### src/rtl/cpu_branch_unit_if.sv
// rtl/cpu_branch_unit_if.sv - fetch/execute signal bundle for the branch resolution unit
interface cpu_branch_unit_if #(
    parameter int XLEN  = 32,
    parameter int CNT_W = 32
);
    logic [XLEN-1:0]  fetch_pc;
    logic             pred_taken;
    logic             ex_valid;
    logic             ex_stall;
    logic [XLEN-1:0]  ex_pc;
    logic             ex_pred_taken;
    logic             jump;
    logic [1:0]       jump_src;
    logic             branch;
    logic [2:0]       branch_cond;
    logic             exception;
    logic             alu_carry;
    logic             alu_overflow;
    logic             alu_zero;
    logic             alu_neg;
    logic [2:0]       pc_src;
    logic             flush;
    logic             mispredict;
    logic [CNT_W-1:0] br_count;
    logic [CNT_W-1:0] mispred_count;

    modport master (
        output fetch_pc, ex_valid, ex_stall, ex_pc, ex_pred_taken, jump, jump_src,
               branch, branch_cond, exception, alu_carry, alu_overflow, alu_zero, alu_neg,
        input  pred_taken, pc_src, flush, mispredict, br_count, mispred_count
    );

    modport slave (
        input  fetch_pc, ex_valid, ex_stall, ex_pc, ex_pred_taken, jump, jump_src,
               branch, branch_cond, exception, alu_carry, alu_overflow, alu_zero, alu_neg,
        output pred_taken, pc_src, flush, mispredict, br_count, mispred_count
    );
endinterface

### src/rtl/cpu_branch_unit.sv
// rtl/cpu_branch_unit.sv - branch resolution, bimodal BHT predictor (CPU_BRANCH_PRED_EN) and perf counters
module cpu_branch_unit #(
    parameter int XLEN        = 32,
    parameter int BHT_ENTRIES = 64,
    parameter int CNT_W       = 32
) (
    input logic             clk,
    input logic             rst,
    cpu_branch_unit_if.slave bus
);
    localparam int IDX_W = $clog2(BHT_ENTRIES);

    localparam logic [2:0] PC_SRC_PC_PLUS_4    = 3'd0;
    localparam logic [2:0] PC_SRC_PC_TARGET    = 3'd1;
    localparam logic [2:0] PC_SRC_ALU          = 3'd2;
    localparam logic [2:0] PC_SRC_MTVEC        = 3'd3;
    localparam logic [2:0] PC_SRC_MEPC         = 3'd4;
    localparam logic [2:0] PC_SRC_EX_PC_PLUS_4 = 3'd5;

    localparam logic [1:0] JUMP_SRC_PC_TARGET = 2'd0;
    localparam logic [1:0] JUMP_SRC_ALU       = 2'd1;
    localparam logic [1:0] JUMP_SRC_MTVEC     = 2'd2;

    localparam logic [2:0] BRANCH_COND_EQ  = 3'd0;
    localparam logic [2:0] BRANCH_COND_NE  = 3'd1;
    localparam logic [2:0] BRANCH_COND_LT  = 3'd4;
    localparam logic [2:0] BRANCH_COND_GE  = 3'd5;
    localparam logic [2:0] BRANCH_COND_LTU = 3'd6;
    localparam logic [2:0] BRANCH_COND_GEU = 3'd7;

`ifdef CPU_BRANCH_PRED_EN
    localparam logic PRED_EN = 1'b1;
`else
    localparam logic PRED_EN = 1'b0;
`endif

    logic             cond_true;
    logic             lt;
    logic             taken;
    logic             pred_eff;
    logic             resolved;
    logic             mispredict;
    logic [2:0]       pc_src;
    logic [CNT_W-1:0] br_count_q, br_count_d;
    logic [CNT_W-1:0] mispred_count_q, mispred_count_d;
    logic             unused_pc_bits;

    always_comb begin
        lt        = bus.alu_neg ^ bus.alu_overflow;
        cond_true = 1'b0;
        case (bus.branch_cond)
            BRANCH_COND_EQ:  cond_true = bus.alu_zero;
            BRANCH_COND_NE:  cond_true = !bus.alu_zero;
            BRANCH_COND_LT:  cond_true = lt;
            BRANCH_COND_GE:  cond_true = !lt;
            BRANCH_COND_LTU: cond_true = !bus.alu_carry;
            BRANCH_COND_GEU: cond_true = bus.alu_carry;
            default:         cond_true = 1'b0;
        endcase
    end

    // Without the predictor every branch was fetched as not-taken, whatever the pipe carries.
    assign pred_eff   = bus.ex_pred_taken & PRED_EN;
    assign taken      = bus.branch & cond_true;
    assign resolved   = bus.ex_valid & bus.branch & !bus.ex_stall & !bus.exception;
    assign mispredict = bus.ex_valid & bus.branch & !bus.exception & (taken != pred_eff);

    always_comb begin
        pc_src = PC_SRC_PC_PLUS_4;
        if (bus.ex_valid) begin
            if (bus.exception) begin
                pc_src = PC_SRC_MTVEC;
            end else if (bus.jump) begin
                case (bus.jump_src)
                    JUMP_SRC_PC_TARGET: pc_src = PC_SRC_PC_TARGET;
                    JUMP_SRC_ALU:       pc_src = PC_SRC_ALU;
                    JUMP_SRC_MTVEC:     pc_src = PC_SRC_MTVEC;
                    default:            pc_src = PC_SRC_MEPC;
                endcase
            end else if (bus.branch && taken && !pred_eff) begin
                pc_src = PC_SRC_PC_TARGET;
            end else if (bus.branch && !taken && pred_eff) begin
                pc_src = PC_SRC_EX_PC_PLUS_4;
            end
        end
    end

    assign bus.pc_src     = pc_src;
    assign bus.mispredict = mispredict;
    assign bus.flush      = bus.ex_valid & (bus.exception | bus.jump | mispredict);

    always_comb begin
        br_count_d      = br_count_q;
        mispred_count_d = mispred_count_q;
        if (resolved && br_count_q != '1) begin
            br_count_d = br_count_q + 1'b1;
        end
        if (resolved && mispredict && mispred_count_q != '1) begin
            mispred_count_d = mispred_count_q + 1'b1;
        end
    end

    always_ff @(posedge clk) begin
        if (rst) begin
            br_count_q      <= '0;
            mispred_count_q <= '0;
        end else begin
            br_count_q      <= br_count_d;
            mispred_count_q <= mispred_count_d;
        end
    end

    assign bus.br_count      = br_count_q;
    assign bus.mispred_count = mispred_count_q;

`ifdef CPU_BRANCH_PRED_EN
    logic [1:0]       bht_q [BHT_ENTRIES];
    logic [1:0]       bht_d [BHT_ENTRIES];
    logic [IDX_W-1:0] fetch_idx;
    logic [IDX_W-1:0] ex_idx;

    assign fetch_idx      = bus.fetch_pc[IDX_W+1:2];
    assign ex_idx         = bus.ex_pc[IDX_W+1:2];
    // Fetch reads the registered table, so a same-cycle update is not visible until next cycle.
    assign bus.pred_taken = bht_q[fetch_idx][1];

    always_comb begin
        bht_d = bht_q;
        if (resolved) begin
            if (taken && bht_q[ex_idx] != 2'b11) begin
                bht_d[ex_idx] = bht_q[ex_idx] + 2'd1;
            end else if (!taken && bht_q[ex_idx] != 2'b00) begin
                bht_d[ex_idx] = bht_q[ex_idx] - 2'd1;
            end
        end
    end

    always_ff @(posedge clk) begin
        if (rst) begin
            for (int i = 0; i < BHT_ENTRIES; i++) begin
                bht_q[i] <= 2'b01;
            end
        end else begin
            bht_q <= bht_d;
        end
    end

    assign unused_pc_bits = ^{bus.fetch_pc[XLEN-1:IDX_W+2], bus.fetch_pc[1:0],
                              bus.ex_pc[XLEN-1:IDX_W+2], bus.ex_pc[1:0]};
`else
    assign bus.pred_taken = 1'b0;
    assign unused_pc_bits = ^{bus.fetch_pc, bus.ex_pc};
`endif
endmodule

### src/flat_wrapper.sv
// flat-port wrapper written by rule: the top's interface ports become plain ports
module cpu_branch_unit_flat 
#(
    parameter int XLEN        = 32,
    parameter int BHT_ENTRIES = 64,
    parameter int CNT_W       = 32
)
  (clk, rst, bus_fetch_pc, bus_ex_valid, bus_ex_stall, bus_ex_pc, bus_ex_pred_taken, bus_jump, bus_jump_src, bus_branch, bus_branch_cond, bus_exception, bus_alu_carry, bus_alu_overflow, bus_alu_zero, bus_alu_neg, bus_pred_taken, bus_pc_src, bus_flush, bus_mispredict, bus_br_count, bus_mispred_count);
  cpu_branch_unit_if #(.XLEN(XLEN), .CNT_W(CNT_W)) bus_i ();
  input logic clk;
  input logic rst;
  input wire logic [$bits(bus_i.fetch_pc)-1:0] bus_fetch_pc;
  input wire logic [$bits(bus_i.ex_valid)-1:0] bus_ex_valid;
  input wire logic [$bits(bus_i.ex_stall)-1:0] bus_ex_stall;
  input wire logic [$bits(bus_i.ex_pc)-1:0] bus_ex_pc;
  input wire logic [$bits(bus_i.ex_pred_taken)-1:0] bus_ex_pred_taken;
  input wire logic [$bits(bus_i.jump)-1:0] bus_jump;
  input wire logic [$bits(bus_i.jump_src)-1:0] bus_jump_src;
  input wire logic [$bits(bus_i.branch)-1:0] bus_branch;
  input wire logic [$bits(bus_i.branch_cond)-1:0] bus_branch_cond;
  input wire logic [$bits(bus_i.exception)-1:0] bus_exception;
  input wire logic [$bits(bus_i.alu_carry)-1:0] bus_alu_carry;
  input wire logic [$bits(bus_i.alu_overflow)-1:0] bus_alu_overflow;
  input wire logic [$bits(bus_i.alu_zero)-1:0] bus_alu_zero;
  input wire logic [$bits(bus_i.alu_neg)-1:0] bus_alu_neg;
  output wire logic [$bits(bus_i.pred_taken)-1:0] bus_pred_taken;
  output wire logic [$bits(bus_i.pc_src)-1:0] bus_pc_src;
  output wire logic [$bits(bus_i.flush)-1:0] bus_flush;
  output wire logic [$bits(bus_i.mispredict)-1:0] bus_mispredict;
  output wire logic [$bits(bus_i.br_count)-1:0] bus_br_count;
  output wire logic [$bits(bus_i.mispred_count)-1:0] bus_mispred_count;
  assign bus_i.fetch_pc = bus_fetch_pc;
  assign bus_i.ex_valid = bus_ex_valid;
  assign bus_i.ex_stall = bus_ex_stall;
  assign bus_i.ex_pc = bus_ex_pc;
  assign bus_i.ex_pred_taken = bus_ex_pred_taken;
  assign bus_i.jump = bus_jump;
  assign bus_i.jump_src = bus_jump_src;
  assign bus_i.branch = bus_branch;
  assign bus_i.branch_cond = bus_branch_cond;
  assign bus_i.exception = bus_exception;
  assign bus_i.alu_carry = bus_alu_carry;
  assign bus_i.alu_overflow = bus_alu_overflow;
  assign bus_i.alu_zero = bus_alu_zero;
  assign bus_i.alu_neg = bus_alu_neg;
  assign bus_pred_taken = bus_i.pred_taken;
  assign bus_pc_src = bus_i.pc_src;
  assign bus_flush = bus_i.flush;
  assign bus_mispredict = bus_i.mispredict;
  assign bus_br_count = bus_i.br_count;
  assign bus_mispred_count = bus_i.mispred_count;
  cpu_branch_unit #(.XLEN(XLEN), .BHT_ENTRIES(BHT_ENTRIES), .CNT_W(CNT_W)) u_core (.clk(clk), .rst(rst), .bus(bus_i));
endmodule
### config.mk
export PLATFORM = sky130hd
export DESIGN_NAME = cpu_branch_unit_flat
export DESIGN_NICKNAME = d
export VERILOG_FILES = /design/src/rtl/cpu_branch_unit_if.sv /design/src/rtl/cpu_branch_unit.sv /design/src/flat_wrapper.sv
export SDC_FILE = /design/constraint.sdc
export NUM_CORES = 1
export LEC_CHECK = 0
export CAP_MARGIN = 20
export CELL_PAD_IN_SITES_DETAIL_PLACEMENT = 1
export CELL_PAD_IN_SITES_GLOBAL_PLACEMENT = 1
export CORE_ASPECT_RATIO = 0.8
export CORE_UTILIZATION = 33
export DETAILED_ROUTE_END_ITERATION = 8
export PLACE_DENSITY_LB_ADDON = 0.1
export SLEW_MARGIN = 20
export SYNTH_ARGS = -nofsm -noshare
export SYNTH_HDL_FRONTEND = slang
export SYNTH_SLANG_ARGS = --single-unit
### constraint.sdc
create_clock -name clk -period 4 [get_ports clk]
set_clock_uncertainty 0.2 [all_clocks]
set_input_delay 0.8 -clock clk [delete_from_list [all_inputs] [get_ports clk]]
set_output_delay 0.8 -clock clk [all_outputs]
set_load 0.02 [all_outputs]
# Word level (Yosys, flattened, before mapping)

Index checks and enable logic that the tools add are counted.

Output and inout port bits: 70
Flip-flop bits (word level): 64
Logic and storage cells: 40
Bits of input ports: 81

$add $sub $neg: 2
Reductions and logical operators: 11
Bitwise gates (word level): 10
Mux-type cells: 6
Equal/unequal tests: 9

Operator list:

| operator                                       | number |
|---|---|
| adder 32 x 1 -> 32 bit (second input constant) | 2 |
| inequality test 32 bit (second input constant) | 2 |
| == test 3 bit (second input constant)          | 4 |
| 2-to-1 mux 3 bit                               | 3 |
| case mux 3 bit (3 select lines)                | 1 |
| bitwise AND 1 bit                              | 7 |
| case mux 1 bit (6 select lines)                | 1 |
| zero test 1 bit                                | 5 |
| logical AND 1 bit                              | 4 |
| == test 3 x 1 -> 1 bit (second input constant) | 1 |
| zero test 3 bit                                | 1 |
| == test 2 x 1 -> 1 bit (second input constant) | 1 |
| == test 2 bit (second input constant)          | 1 |
| zero test 2 bit                                | 1 |
| bitwise OR 1 bit                               | 2 |
| 2-to-1 mux 1 bit                               | 1 |
| XOR 1 bit                                      | 1 |

# Longest topological paths before layout

Word-level depth: 9
Gate-level depth with buffers: 8

# Worst setup path after synthesis

Ideal clock, no wire load.

Path kind: input to output
From: input port bus_branch_cond[0]
To: output port bus_mispredict
Slack: 1.078 ns
Stages: 4
Buffers on the path: 0
Arrival: 1.922 ns
Path through: xnor3_1 -> nand2_1 -> nand4_1 -> nor3b_1

Word-level cells in the longest chain between the ends: 4
Elaborated cells on any way between the ends: 9
Classes of those cells: eq/ne (5); mux (1); bitwise (2); reduce/logical (1)

RTL lines:

| element                               | line                  | text |
|---|---|---|
| start: declaration                    | flat_wrapper.sv:20    | `input wire logic [$bits(bus_i.branch_cond)-1:0] bus_branch_cond;` |
| == test 3 bit (tied with other cells) | cpu_branch_unit.sv:51 | `case (bus.branch_cond)` |
| case mux 1 bit (6 select lines) *     | cpu_branch_unit.sv:51 |  |
| bitwise AND 1 bit *                   | cpu_branch_unit.sv:64 | `assign taken = bus.branch & cond_true;` |
| bitwise AND 1 bit *                   | cpu_branch_unit.sv:66 | `assign mispredict = bus.ex_valid & bus.branch & !bus.exception & (taken != pred_eff);` |
| end: declaration                      | flat_wrapper.sv:29    | `output wire logic [$bits(bus_i.mispredict)-1:0] bus_mispredict;` |

Mark *: on every way between the ends. The rest lies on a longest branch, timed or not.

# Final worst setup path

From: input port bus_branch_cond[0]
To: output port bus_flush

Word-level cells in the longest chain between the ends: 6
Elaborated cells on any way between the ends: 11
Classes of those cells: eq/ne (5); mux (1); bitwise (4); reduce/logical (1)

RTL lines:

| element                               | line                  | text |
|---|---|---|
| == test 3 bit (tied with other cells) | cpu_branch_unit.sv:51 |  |
| case mux 1 bit (6 select lines) *     | cpu_branch_unit.sv:51 |  |
| bitwise AND 1 bit *                   | cpu_branch_unit.sv:64 |  |
| bitwise AND 1 bit *                   | cpu_branch_unit.sv:66 |  |
| bitwise OR 1 bit *                    | cpu_branch_unit.sv:90 | `assign bus.flush = bus.ex_valid & (bus.exception \| bus.jump \| mispredict);` |
| bitwise AND 1 bit *                   | cpu_branch_unit.sv:90 |  |
| end: declaration                      | flat_wrapper.sv:28    | `output wire logic [$bits(bus_i.flush)-1:0] bus_flush;` |

Marks and branches as above.

==> summary.md <==
| Metric | Value |
|---|---|
| Outcome | `finished clean` |
| RSZ-0062 raised after global routing | `no` |
| Most frequent cells in the layout | `81 x clkdlybuf4s50_1, 64 x dfxtp_1, 41 x nor2_1, 38 x a21oi_1, 31 x nand2_1` |
| Actual slew at the worst max-slew pin | `740 ps` |
| Synth area leaders | `dfxtp_1 35%, a21oi_1 5.1%, o31ai_1 4.5%` |
| P_leak | `1.60 nW` |
| Synth Register Bits | `64` |
| Pre-antenna DRT Iters | `4` |
| WHS Endpoint | `u_core.bus.br_count[19]` |
| Layout Utilization | `45.9%` |
| Final hold violations | `0` |
| DR iter-0 viols | `100` |
| Average cell area after synthesis | `8.28 sq um` |
| H-tree levels | `3` |
| EDFF count, synth | `0` |
| Clock Latency Late Sink | `340 ps` |
| Layout area overhead | `34.9%` |
| Hold-fix buffers, CTS | `0` |
| FMAX | `262 MHz` |
| ANT nets after route | `0` |
| First-pass GRT wire length | `17.7 mm` |
| Slew margin rel. | `50.4%` |
| Comb pwr share | `4.5%` |
| Total CTS buffers | `9` |
| GR Layer Usage met1 | `26.3%` |
| Inserted Diodes | `0` |
| Fin crit share | `95.4%` |
| Part of the power in the clock network | `54.7%` |
| Startpoint Class | `primary input` |
| NetSw | `0.000333 W` |
| Core region area | `0.0109 sq mm` |
| Initial Utilization | `34.0%` |
| Hold Path Cell Cnt | `2` |
| M3 GR Usage | `4.72%` |
| Worst hold path type | `reg2reg` |
| Routed wire length | `10.8 mm` |
| Die X | `121 microns` |
| CP max FO | `4` |
| FF-to-FF path depth | `7` |
| Mapped cell area | `0.00371 sq mm` |
| Seq pwr share | `40.8%` |
| R2R setup slack | `1150 ps` |
| Full die area | `0.0117 sq mm` |
| Drt wl/cell | `16.0 microns` |
| DRC Markers | `0` |
| CP Capture Type | `output pin` |
| YS warnings | `0` |
| Critical R2R Capture | `u_core.bus.mispred_count[7]` |
| R2r startpoint | `u_core.bus.mispred_count[0]` |
| Gr ovfl total | `0` |
| Syn_nets | `534` |
| Peak supply drop | `0.000207 V` |
| Max cap viols | `0` |
| Detailed Place HPWL | `7.51 mm` |
| TNS Setup | `0 ps` |
| Final Setup Violations | `0` |
| # port buffers | `84` |
| Mapped Cells | `448` |
| Crit path DAT | `2820 ps` |
| IO Pins | `151` |
| Register area share after synthesis | `34.6%` |
| Leading cell type in the layout, fill and taps excluded | `clkdlybuf4s50_1` |
| Clk slew on worst S/H paths | `50 ps` |
| Net count, final | `614` |
| Min Tclk post-route | `3820 ps` |
| Top cell type's share of synthesized area | `34.6%` |
| Die height | `96.8 microns` |
| Slew Viols, Final | `0` |
| Cell Rows | `34` |
| Vias in the first global route | `3553` |
| Post-synth top area cell | `dfxtp_1` |
| GRT Max-Usage Layer | `met2` |
| P_int | `0.00123 W` |
| CTS tree | `done` |
| Hold Startpoint | `u_core.bus.br_count[19]` |
| Global Route met2 Usage | `28.3%` |
| CTS root buf | `clkbuf_16` |
| Sinks on Clock Net | `64` |
| Area post-placement | `0.00467 sq mm` |
| Clk buf depth | `2` |
| GPL Wtd Cong | `0.766` |
| Post-synth top flop | `dfxtp_1` |
| Vias/cell | `5.49` |
| Setup Fix Bufs, Post-CTS | `0` |
| Tot GR Track Use | `18.9%` |
| Via Count | `3715` |
| Type of the worst setup path | `in2out` |
| Post-Layout Inst Area | `0.00500 sq mm` |
| Largest net degree at the start of global routing | `44` |
| Switch share | `21.3%` |
| Ys async rst share | `0%` |
| Pwr per Cell Area | `313 mW/mm^2` |
| Worst Path Required | `3000 ps` |
| Initial antenna violation count | `0` |
| Synth cell types | `55` |
| Share of cells above drive strength 1 | `9.01%` |
[worst max path at each step]
stage / start / slack (ps) / to / cells past startpoint
after floorplan: bus_branch_cond[0] / 1080 / bus_mispredict / 4
after global placement: bus_branch_cond[0] / 120 / bus_pc_src[0] / 7
after detailed placement: bus_branch_cond[0] / 120 / bus_pc_src[0] / 7
after CTS: bus_branch_cond[0] / 110 / bus_pc_src[0] / 7
after global routing: bus_branch_cond[0] / 8 / bus_flush / 6
final: bus_branch_cond[0] / 180 / bus_flush / 6
[logic make-up after synthesis]
family                     after synthesis  share of synthesized area (%)
and+or+nand+nor                        220                           34.3
AOI/OAI and AO/OA                       93                           16.1
DFF                                     64                           34.6
buffers and inverters                   34                           4.05
muxes                                   17                           5.50
xor gates and xnor gates                14                           3.68
adders and majority gates                5                           1.69
other                                    1                          0.101
[critical path: stages]
cell and delay, ps:
clkdlybuf4s50_1 530, xnor3_1 440, nand2_1 80, nand4_1 140, a21boi_0 190, clkdlybuf4s50_1 630
[cells in the mapped netlist (all sizes together), types with 2 or more instances]
master and count:
or3 12, o211ai 2, nand2 31, xor2 3, and2 3, o2111ai 2, and3 6, or3b 2
nor2 41, nor4 21, inv 11, ha 5, nand2b 2, mux2i 2, nor2b 18, nand4 19
a21oi 38, clkbuf 16, o21ai 15, a31o 3, a211oi 4, dfxtp 64, or4 24, nand3 22
and4 6, xnor2 10, o31ai 22, buf 7, mux2 15, nor3 9
[routing by layer]
metal  wire length (microns)  vias up
met5                       0        -
met4                     132        0
met3                     485       10
met2                    4570       68
met1                    5640     1777
li1                        -     1860
[sequential cells by signal, indices dropped and copies added (netlist names)]
name	flops
u_core.bus.br_count	32
u_core.bus.mispred_count	32
[timing repair]
action | 4_1_cts | 5_1_grt
hold endpoints to repair | 0 | 0
resized for setup | 0 | 2
endpoints found under the setup margin | 0 | 2
[power groups by stage]
| stage | sequential [W] | combinational, W | clock [W] |
|---|---|---|---|
| 2_1_floorplan | 0.000654 | 0.0000369 | 0 |
| 3_3_place_gp | 0.000653 | 0.0000697 | 0 |
| 3_5_place_dp | 0.000653 | 0.0000715 | 0 |
| 4_1_cts | 0.000639 | 0.0000720 | 0.000874 |
| 5_1_grt | 0.000639 | 0.0000782 | 0.000904 |
| 6_report | 0.000639 | 0.0000711 | 0.000856 |
[cell type report]
class,count,area [sq um]
Fill cell,1277,5890
Multi-Input combinational cell,350,2280
Sequential cell,64,1280
Timing Repair Buffer,92,901
Clock buffer,13,250
Tap cell,144,180
Clock inverter,3,65.1
Inverter,11,41.3
[through the flow]
step	worst slack, ps	power, W	hold WS, ps	std cells
6_report	183	0.00157	307	677
5_1_grt	8.25	0.00162	347	677
4_1_cts	110	0.00158	309	677
3_5_place_dp	115	0.000725	302	661
3_3_place_gp	116	0.000723	286	661
2_1_floorplan	1080	0.000691	363	448
Power figures use the tool's default switching activity.
